## src/rtl/button_debouncer.sv

```systemverilog
// Per-channel button conditioning: 2-flop synchroniser, polarity normalise,
// STABLE/SETTLE debounce FSM, press/release strobes and a long-press flag.
module button_debouncer #(
    parameter int N_BTN           = 5,
    parameter int DEBOUNCE_CYCLES = 1000000,
    parameter int HOLD_CYCLES     = 50000000,
    parameter int ACTIVE_LOW      = 1
) (
    input  logic             clk,
    input  logic             rst,
    input  logic [N_BTN-1:0] button_raw,
    output logic [N_BTN-1:0] btn_level,
    output logic [N_BTN-1:0] btn_press,
    output logic [N_BTN-1:0] btn_release,
    output logic [N_BTN-1:0] btn_held
);

    localparam int CNT_W  = $clog2(DEBOUNCE_CYCLES + 1);
    localparam int HOLD_W = $clog2(HOLD_CYCLES + 1);
    localparam logic RELEASED_RAW = (ACTIVE_LOW != 0);
    localparam logic [CNT_W-1:0]  ACCEPT_AT = CNT_W'(DEBOUNCE_CYCLES - 1);
    localparam logic [HOLD_W-1:0] HOLD_MAX  = HOLD_W'(HOLD_CYCLES);

    typedef enum logic {STABLE, SETTLE} state_t;

    genvar gi;
    generate
        for (gi = 0; gi < N_BTN; gi++) begin : g_ch
            logic              sync1_reg, sync2_reg;
            logic              pressed;
            state_t            state_reg, state_next;
            logic [CNT_W-1:0]  cnt_reg, cnt_next, cnt_seen;
            logic              level_reg, level_next;
            logic              press_reg, press_next;
            logic              release_reg, release_next;
            logic [HOLD_W-1:0] hold_reg, hold_next;
            logic              held_out;

            assign pressed = (ACTIVE_LOW != 0) ? ~sync2_reg : sync2_reg;

            always_ff @(posedge clk) begin
                if (rst) begin
                    sync1_reg   <= RELEASED_RAW;
                    sync2_reg   <= RELEASED_RAW;
                    state_reg   <= STABLE;
                    cnt_reg     <= '0;
                    level_reg   <= 1'b0;
                    press_reg   <= 1'b0;
                    release_reg <= 1'b0;
                    hold_reg    <= '0;
                end else begin
                    sync1_reg   <= button_raw[gi];
                    sync2_reg   <= sync1_reg;
                    state_reg   <= state_next;
                    cnt_reg     <= cnt_next;
                    level_reg   <= level_next;
                    press_reg   <= press_next;
                    release_reg <= release_next;
                    hold_reg    <= hold_next;
                end
            end

            // cnt_seen = mismatching edges already observed before this one
            always_comb begin
                state_next   = state_reg;
                cnt_next     = '0;
                level_next   = level_reg;
                press_next   = 1'b0;
                release_next = 1'b0;
                cnt_seen     = (state_reg == SETTLE) ? cnt_reg : '0;
                if (pressed != level_reg) begin
                    if (cnt_seen == ACCEPT_AT) begin
                        state_next   = STABLE;
                        level_next   = pressed;
                        press_next   = pressed;
                        release_next = ~pressed;
                    end else begin
                        state_next = SETTLE;
                        cnt_next   = cnt_seen + CNT_W'(1);
                    end
                end else begin
                    state_next = STABLE;
                end

                if (!level_reg)
                    hold_next = '0;
                else if (hold_reg != HOLD_MAX)
                    hold_next = hold_reg + HOLD_W'(1);
                else
                    hold_next = hold_reg;
            end

            // Gating with level_reg drops btn_held on the same edge the level falls
            always_comb begin
                held_out = level_reg && (hold_reg == HOLD_MAX);
            end

            assign btn_level[gi]   = level_reg;
            assign btn_press[gi]   = press_reg;
            assign btn_release[gi] = release_reg;
            assign btn_held[gi]    = held_out;
        end
    endgenerate

endmodule

```

## config.mk

```make
export PLATFORM = sky130hd
export DESIGN_NAME = button_debouncer
export DESIGN_NICKNAME = d
export VERILOG_FILES = /design/src/rtl/button_debouncer.sv
export SDC_FILE = /design/constraint.sdc
export NUM_CORES = 1
export LEC_CHECK = 0
export CORE_ASPECT_RATIO = 2
export CORE_UTILIZATION = 54
export CTS_BUF_LIST = sky130_fd_sc_hd__clkbuf_16
export DETAILED_ROUTE_END_ITERATION = 8
export GPL_TIMING_DRIVEN = 0
export HOLD_SLACK_MARGIN = 0.1
export PLACE_DENSITY = 0.71
export SLEW_MARGIN = 20
export SYNTH_ARGS = -nofsm -noshare
export SYNTH_HDL_FRONTEND = slang
export SYNTH_SLANG_ARGS = --single-unit
```

## constraint.sdc

```tcl
create_clock -name clk -period 3.2 [get_ports clk]
set_input_delay 0.48 -clock clk [delete_from_list [all_inputs] [get_ports clk]]
set_output_delay 0.48 -clock clk [all_outputs]
set_load 0.01 [all_outputs]
```

After elaboration in Yosys (flattened, before gate mapping)
Cells that the tools add are included.
{"block": "totals", "ff_bits": 260, "word_cells": 130}
{"block": "op_classes", "add_sub_neg": 10, "eq_ne": 20, "mux": 10, "bitwise": 20, "reduce_logical": 30}
{"cell": "$add 26x1->26 const B", "n": 5}
{"cell": "$eq 26x26->1 const B", "n": 5}
{"cell": "$ne 26x26->1 const B", "n": 5}
{"cell": "$add 20x1->20 const B", "n": 5}
{"cell": "$eq 20x20->1 const B", "n": 5}
{"cell": "$mux 20", "n": 5}
{"cell": "$reduce_or 3->1", "n": 10}
{"cell": "$not 1->1", "n": 20}
{"cell": "$reduce_or 2->1", "n": 10}
{"cell": "$reduce_and 2->1", "n": 5}
{"cell": "$logic_and 1x1->1", "n": 5}
{"cell": "$mux 1", "n": 5}
{"cell": "$ne 1x1->1", "n": 5}

Longest topological paths before layout
{"block": "depth", "depth_word": 4, "mapped_depth": 9}

Worst setup path after synthesis
No wires, ideal clock.
{"block": "synth_timing", "kind": "reg-to-reg", "from": "register g_ch[3].state_reg", "to": "register g_ch[3].cnt_reg[17]", "setup_time_ps": 131, "arrival_ps": 2416, "path_slack_ps": 652, "stages_incl_launch_ff": 10, "cell_sequence": "dfxtp_1 -> clkbuf_1 -> clkbuf_1 -> and2_1 -> ha_1 -> nand3_1 -> or4_1 -> o21ai_1 -> buf_2 -> a21oi_1"}
{"block": "synth_via", "elab_chain_len": 3, "elab_cells_between_ends": 4}
{"element": "from (decl)", "line_no": "31", "source": "state_t state_reg, state_next;"}
{"element": "from (signal assigned)", "line_no": "54", "source": "state_reg <= state_next;"}
{"element": "$mux 20 *", "line_no": "70", "source": "cnt_seen = (state_reg == SETTLE) ? cnt_reg : '0;"}
{"element": "parallel branches: the longest is 2 deep, another holds $add 20x1->20"}
{"element": "to (signal assigned)", "line_no": "55", "source": "cnt_reg <= cnt_next;"}
{"element": "to (decl)", "line_no": "32", "source": "logic [CNT_W-1:0] cnt_reg, cnt_next, cnt_seen;"}
Mark *: on every way between the ends.
A chain may end at the register's enable or synchronous reset.

Worst setup path in the final report
{"block": "layout_timing", "from": "register g_ch[3].hold_reg[5]", "to": "output btn_held[3]"}
{"block": "layout_via", "elab_chain_len": 2}
{"element": "from (decl)", "line_no": "36", "source": "logic [HOLD_W-1:0] hold_reg, hold_next;"}
{"element": "from (signal assigned)", "line_no": "59", "source": "hold_reg <= hold_next;"}
{"element": "$eq 26x26->1", "line_no": "95", "source": "held_out = level_reg && (hold_reg == HOLD_MAX);"}
{"element": "$logic_and 1x1->1", "line_no": "95"}
{"element": "to (decl)", "line_no": "15", "source": "output logic [N_BTN-1:0] btn_held"}
Every way passes these cells.

==> qor.yml <==
p_per_area_nw_per_um2: 428
io_pins: 27
switchingPower_w: 0.00126
place_area_sq_um: 13000
route.met3.wl_microns: 638
drive_gt1_share_pct: 7.09
num_rows: 78
setup_viol: 0
grt_max_degree: 15
avgSynthCellArea_sq_um: 8.46
synthesis.area_sq_um: 12400
gp_congestion: 0.887
share_comb_of_total_power_pct: 0.8
vias: 10700
cts.sinks: 260
die_w_microns: 109
finalPower_w: 0.00592
die_area_sq_um: 23600
root_buffer: "clkbuf_16"
p_leak_nw: 4.21
cts_buffer_depth: 3
wl_per_cell_microns: 14.8
swShare_pct: 21.2
rsz0062_at_grt: "false"
hold_violations: 0
initial_core_util_pct: 54.8
tritoncts: "built"
yosys_register_bits: 260
internal-power_w: 0.00466
cap_viol_max_count: 0
cp_max_fo: 8
final_common_cell: "dfxtp_1"
top_layer: "met4"
critical_path_class: "register to output pin"
wl_met1_mm: 10.6
drc: 0
grt_pass1_vias: 10600
htree_levels: 1
worst_pin_slew_ns: 0.811
final_cell_area_sq_um: 13800
worstHoldPathType: "register to register"
largest_register_ffs: 130
slew_viol_final: 0
yosysWarnings: 0
tns_ns: 0
ant_nets: 0
nets: 1541
fin_skew_ns: 0.00952
syn_inst: 1466
clock_power_share_pct: 44.4
die_y_microns: 216
path_clk_slew_ns: 0.06
fin_crit_ns: 3.03
drt_wl_total_mm: 26.9
period_share_pct: 94.7
seq_area_frac_synth_pct: 42.0
cp-start-kind: "register"
grt_pass1_wl_mm: 46.2
first_iter_violations: 340
cp.arrival_ns: 2.55
critPathRequiredTime_ns: 2.72
antenna_found_initial: 0
routed-wl-met2_mm: 14.8
core-area_sq_um: 22600
status: "finished, final reports clean"
track_usage_pct: 23.6
area.growth.synth_to_final_pct: 11.5
pwr-share-seq_pct: 54.9
n_antenna_cell: 0
timing.fmax_mhz: 330
endpoint_kind: "output pin"
vias_per_cell: 5.91
peakVddDrop_mv: 0.516
portBuffers: 26
synth.net_count: 1488
hpwl_mm: 19.5
cts_made_buffers: 24
gr-total-overflow: 0
worstSkewPairLatency_ns: 0.53
relSlewSlack_pct: 45.7
hold_buffers: 0
layout_common_cells: "dfxtp_1 (257), nor2_1 (142), a21oi_1 (106)"
synth_cell_type_count: 55
drt_first_pass_iters: 4
## through the flow
| stage | util (%) | hold WS, ns | worst slack (ns) | cells |
|---|---|---|---|---|
| 2_1_floorplan | - | 0.389 | 0.652 | 1466 |
| 3_3_place_gp | 57.4 | 0.394 | 0.00545 | 1772 |
| 3_5_place_dp | 57.4 | 0.395 | -0.000294 | 1772 |
| 4_1_cts | 60.8 | 0.409 | 0.0369 | 1817 |
| 5_1_grt | 61.1 | 0.429 | 0.00397 | 1817 |
| 6_report | 61.1 | 0.407 | 0.168 | 1817 |
## cells by family (layout without fill, tap and decap cells)
family	count (synthesis)	in the layout	share of synthesized area [%]
adders and majority gates	15	15	1.51
buffers and inverters	133	204	4.85
and+or+nand+nor	693	693	31.1
DFF	260	260	42.0
AOI/OAI and AO/OA	253	253	12.6
xor gates and xnor gates	111	111	7.84
muxes	1	1	0.0807
## Yosys cell counts (all sizes together)
cell | count | area, sq um
nor2 | 142 | 533
nor4 | 26 | 163
o21ai | 59 | 303
nor4bb | 5 | 50.1
o31ai | 36 | 270
nand4 | 85 | 532
a211oi | 6 | 45.0
nand2 | 97 | 364
nand2b | 8 | 50.1
o21a | 1 | 7.51
o311a | 2 | 20.0
and4 | 31 | 272
ha | 15 | 188
nor2b | 7 | 43.8
nor4b | 11 | 96.3
a21oi | 106 | 531
a21o | 2 | 15.0
nor3 | 25 | 125
and3 | 31 | 194
or2 | 13 | 81.3
nand3b | 1 | 7.51
o41ai | 3 | 26.3
nor3b | 1 | 7.51
o311ai | 7 | 61.3
nand3 | 77 | 403
buf | 31 | 219
a31o | 8 | 70.1
or4b | 3 | 30.0
or3 | 45 | 282
and3b | 6 | 52.6
clkinv | 1 | 3.75
and2 | 25 | 156
clkbuf | 45 | 169
dfxtp | 260 | 5200
mux2i | 1 | 10.0
xnor2 | 34 | 298
a31oi | 2 | 12.5
nand4b | 3 | 26.3
o211ai | 11 | 103
xor2 | 77 | 674
inv | 56 | 210
a2111o | 3 | 33.8
a211o | 5 | 43.8
or4 | 51 | 390
o21ba | 2 | 20.0
## worst paths after layout
check	start	to	slack (ns)	cells past startpoint
setup / recovery	g_ch[3].hold_reg[5]	btn_held[3]	0.17	7
hold / removal	g_ch[0].sync1_reg	g_ch[0].sync2_reg	0.41	1
setup reg to reg	g_ch[1].state_reg	g_ch[1].cnt_reg[3]	0.29	8
hold reg to reg	g_ch[0].sync1_reg	g_ch[0].sync2_reg	0.41	1
## layer usage
layer	up-vias	global-route usage, %
met4	0	10.8
li1	5443	-
met2	132	46.2
met3	66	2.68
met1	5093	23.8
met5	-	0
## final cells by class
class	instances	area [sq um]
fillers	2089	8810
multi-input cells	1073	6700
flip-flops and latches	260	5210
clock buffers	25	626
plain buffers	76	390
well taps	280	350
repair buffers	27	265
inverters	57	214
clock inverters	19	75.1
## timing repair
action	in CTS	in global routing
pin swaps	2	3
setup endpoints to repair	13	17
gates resized for setup	15	8
buffers inserted	1	0
## power by group through the flow
stage                     combinational (W)  sequential (W)  clock (W)
after floorplan                   0.0000254         0.00332          0
after global placement            0.0000446         0.00332          0
after detailed placement          0.0000451         0.00332          0
after CTS                         0.0000457         0.00325    0.00270
after global routing              0.0000504         0.00325    0.00281
final                             0.0000452         0.00325    0.00263
## critical path, stage by stage (launching register included)
cell             delay (ns)
dfxtp_1                0.30
clkbuf_1               0.19
nor4b_2                0.34
nand2_1                0.16
nor3_4                 0.27
and2_1                 0.15
buf_4                  0.09
clkdlybuf4s50_1        0.51
Note: power is estimated with default switching activity, not from simulation.
==> RTL edit 1 (same flow settings) <==
Put one more register stage on the output `btn_level`, cleared by the reset. The value now appears one clock later. The other outputs are not delayed to match.
--- a/src/rtl/button_debouncer.sv
+++ b/src/rtl/button_debouncer.sv
@@ -23,4 +23,6 @@
 
     typedef enum logic {STABLE, SETTLE} state_t;
+
+    logic [N_BTN-1:0] btn_level_d;
 
     genvar gi;
@@ -96,5 +98,5 @@
             end
 
-            assign btn_level[gi]   = level_reg;
+            assign btn_level_d[gi]   = level_reg;
             assign btn_press[gi]   = press_reg;
             assign btn_release[gi] = release_reg;
@@ -103,4 +105,12 @@
     endgenerate
 
+    always_ff @(posedge clk) begin
+        if (rst) begin
+            btn_level <= '0;
+        end else begin
+            btn_level <= btn_level_d;
+        end
+    end
+
 endmodule
 
Formal check against the unedited RTL: no difference found for any inputs over 10 cycles, from zero or initial values and one cycle with rst high; that may be too few to reach the edited logic, so the function may still have changed.
==> RTL edit 1 against the original RTL <==
Sequential cell count increased by 5; final cell count decreased by 5.8%; sequential power increased by 2%; power increased by 2.4%; wire length decreased by 14%; non-clock buffer count decreased by 24; area after synthesis decreased by 4.7%; design area decreased by 4.8%; setup slack got worse by 0.052 ns; largest power group unchanged.
==> RTL edit 1: results <==
{
  "seq_cell_count": 265,
  "hold_end": "g_ch[3].sync2_reg",
  "leakage_nw": 4.33,
  "finalWeightedCongestion": 0.843,
  "cp-startpoint": "g_ch[2].hold_reg[21]",
  "ff2ff_path_depth": 10,
  "synth_area_leaders": "dfxtp_1 45%, xor2_1 8.4%, nor2_1 8.2%",
  "inverters_excl_clock": 50,
  "crit_fanout": 4,
  "ys_types": 44,
  "n_fill_cell": 1959,
  "postSynthAreaPerCell_um2": 8.64,
  "synth_top_cells_by_count": "265 x dfxtp_1, 258 x nor2_1, 113 x xor2_1",
  "relSlewSlack_pct": 29.1,
  "met3_length_um": 561,
  "multi_input_area_um2": 6060,
  "skew_ns": 0.00996,
  "arrival_ns": 2.60,
  "yosysSeqAreaShare_pct": 44.9,
  "wl_met1_mm": 9.05,
  "critical_path.endpoint": "btn_held[2]",
  "register_area_um2": 5310,
  "met3_usage_pct": 2.38,
  "vias": 9156,
  "cts_repair_resize_count": 0,
  "hold_start": "g_ch[3].sync1_reg",
  "multi_input_cells": 1001,
  "grtUsageTotal_pct": 21.0,
  "syn_nets": 1390,
  "outcome": "finished clean",
  "dp_hpwl_mm": 16.8,
  "grt.met2_usage_pct": 41.5,
  "wl_per_cell_um": 13.5,
  "clock_area_share_pct": 5.53,
  "use_met1_pct": 21.3,
  "vdd_drop_max_mv": 0.435
}
-- RTL edit 1: changes by cell type in the layout (fill, tap and decap cells not counted), sizes merged, moves of 11 or more --
cell / unedited run / this run
xnor2: 34 / 92
or3: 45 / 10
and4: 31 / 17
nor2: 142 / 258
nand4: 85 / 56
clkbuf: 70 / 52
o31ai: 36 / 1
nor4: 26 / 54
o211ai: 11 / 0
or4: 51 / 3
nand3: 77 / 103
o21ai: 59 / 8
a21oi: 106 / 13
xor2: 77 / 113
-- RTL edit 1: cell families after synthesis --
| logic type | synth area share [%] |
|---|---|
| AO/OA/AOI/OAI | 1.28 |
| multiplexers | 0.763 |
| buffers and inverters | 3.90 |
| AND/OR/NAND/NOR | 32.4 |
| XOR/XNOR | 15.2 |
| adder cells (fa/ha/maj) | 1.59 |
| flip-flops | 44.9 |
-- RTL edit 1: stage by stage --
| stage | hold slack, ns | setup WS [ns] | cell area [um^2] | std cells |
|---|---|---|---|---|
| 2_1_floorplan | 0.389 | 1.03 | 11800 | 1368 |
| 3_3_place_gp | 0.393 | 0.370 | 12400 | 1667 |
| 3_5_place_dp | 0.393 | 0.387 | 12400 | 1667 |
| 4_1_cts | 0.408 | 0.0639 | 13200 | 1711 |
| 5_1_grt | 0.425 | 0.0137 | 13200 | 1711 |
| 6_report | 0.407 | 0.117 | 13200 | 1711 |
-- RTL edit 1: power by group through the flow --
| stage | Clock, mW | Sequential (mW) | Combinational, mW |
|---|---|---|---|
| floorplan | 0 | 3.39 | 0.0226 |
| global placement | 0 | 3.39 | 0.0413 |
| detailed placement | 0 | 3.39 | 0.0419 |
| CTS | 2.78 | 3.31 | 0.0422 |
| global route | 2.92 | 3.31 | 0.0455 |
| finish | 2.71 | 3.31 | 0.0416 |
==> RTL edit 2 (same settings) <==
Made on the original files. Change the parameter `DEBOUNCE_CYCLES` from 1000000 to 2000000.
--- a/src/rtl/button_debouncer.sv
+++ b/src/rtl/button_debouncer.sv
@@ -3,5 +3,5 @@
 module button_debouncer #(
     parameter int N_BTN           = 5,
-    parameter int DEBOUNCE_CYCLES = 1000000,
+    parameter int DEBOUNCE_CYCLES = 2000000,
     parameter int HOLD_CYCLES     = 50000000,
     parameter int ACTIVE_LOW      = 1
Check against the original RTL: same outputs for any inputs over 10 cycles, from zero or initial values and one cycle with rst high; that may be too few to reach the edited logic, so the function may still have changed.
==> RTL edit 2 against the original RTL <==
Design area decreased by 2.5%; global-route usage is 1.7 points lower; largest power group unchanged; sequential power increased by 2%; sequential cell count rose by 5; power increased by 4.9%; highest routed layer unchanged; synthesized cell count shrank 4.2%; setup slack got worse by 0.051 ns; register-to-register slack better by 0.10 ns; area after synthesis down 2.9%; clock skew barely moved; largest cell class unchanged; wire length decreased by 9.7%.
==> RTL edit 2: results <==
{
  "grt_pass1_vias": 9403,
  "r2r_slack_ns": 0.39,
  "syn_nets": 1426,
  "postSynthAreaPerCell_um2": 8.57,
  "hold-path-cell-count": 1,
  "vias": 9516,
  "hold_start": "g_ch[0].sync1_reg",
  "synth_area_leaders": "dfxtp_1 44%, xor2_1 8.4%, nor2_1 7.6%",
  "whs_ns": 0.412,
  "nets": 1478,
  "relSlewSlack_pct": 32.4,
  "arrival_ns": 2.60,
  "grtUsageTotal_pct": 21.9,
  "dp_hpwl_mm": 17.5,
  "worst_path_max_delay_cell": "clkdlybuf4s50_1",
  "finalWeightedCongestion": 0.845,
  "cp-startpoint": "g_ch[2].hold_reg[5]",
  "port_buffers": 26,
  "grt_max_degree": 17,
  "critical_path.endpoint": "btn_held[2]",
  "ff2ff_path_depth": 12,
  "dpl.cell_count": 1703,
  "outcome": "finished clean",
  "crit_fanout": 6,
  "yosysSeqAreaShare_pct": 44.1,
  "r2r_end": "g_ch[1].cnt_reg[7]",
  "wl_per_cell_um": 13.9,
  "leakage_nw": 4.36,
  "r2r_start": "g_ch[1].state_reg",
  "drt_wl_total_mm": 24.3,
  "synth_ff_type": "dfxtp_1",
  "drtIter0Drc": 365,
  "ys_types": 51,
  "cts_made_buffers": 24,
  "skew_ns": 0.00964,
  "dp_slack_ns": 0.108,
  "vdd_drop_max_mv": 0.432,
  "drive_gt1_share_pct": 7.80,
  "grt_pass1_wl_mm": 41.4,
  "fin_crit_sh_pct": 96.3,
  "n_fill_cell": 1944,
  "synth_top_cells_by_count": "265 x dfxtp_1, 245 x nor2_1, 116 x nand2_1, 116 x xor2_1, 91 x nand3_1",
  "placed_area_um2": 12600
}
==> RTL edit 2: changes by cell type after synthesis, moves of 21 or more <==
| cell | change |
|---|---|
| or4_1 | -41 |
| o31ai_1 | -36 |
| nand4_1 | -21 |
| or3_1 | -29 |
| nor2_1 | +103 |
| xnor2_1 | +56 |
| nor3_1 | +25 |
| xor2_1 | +39 |
| o21ai_0 | -44 |
| a21oi_1 | -88 |
==> RTL edit 2: kinds of logic (layout without fill, tap and decap cells) <==
logic type / Yosys count / after routing / share of synthesized area (%)
AOI/OAI and AO/OA: 34 / 34 / 1.51
xor gates and xnor gates: 206 / 206 / 15.0
adders and majority gates: 15 / 15 / 1.56
buffers and inverters: 105 / 175 / 4.26
DFF: 265 / 265 / 44.1
muxes: 8 / 8 / 0.666
and+or+nand+nor: 771 / 771 / 32.9
==> RTL edit 2: area by class of cell <==
cell class	count	area (um^2)	area share, %
Clock inverter	19	155	1.15
Inverter	47	176	1.31
Clock buffer	25	626	4.64
Buffer	57	335	2.49
Tap cell	273	342	2.53
Sequential cell	265	5310	39.4
Timing Repair Buffer	27	267	1.98
Multi-Input combinational cell	1034	6280	46.6
==> RTL edit 2: metal layers <==
metal / up-vias / wire, um / GRT usage, %
met3: 57 / 586 / 2.81
met4: 0 / 780 / 9.54
met1: 4507 / 9450 / 21.9
li1: 4832 / - / -
met2: 120 / 13500 / 43.6
met5: - / 0 / 0
==> RTL edit 2: what timing repair did <==
item	CTS	global route
resized for setup	6	9
pin swaps	1	1
gates cloned	0	0
hold endpoints to repair	0	0
endpoints found under the setup margin	3	23
buffers inserted	0	1
hold buffers	0	0
==> RTL edit 2: where the power goes <==
part           internal [mW]  leakage [nW]  switching, mW
logic                 0.0191          1.82         0.0267
clock network           1.59         0.401           1.26
registers               3.31          2.14        0.00596
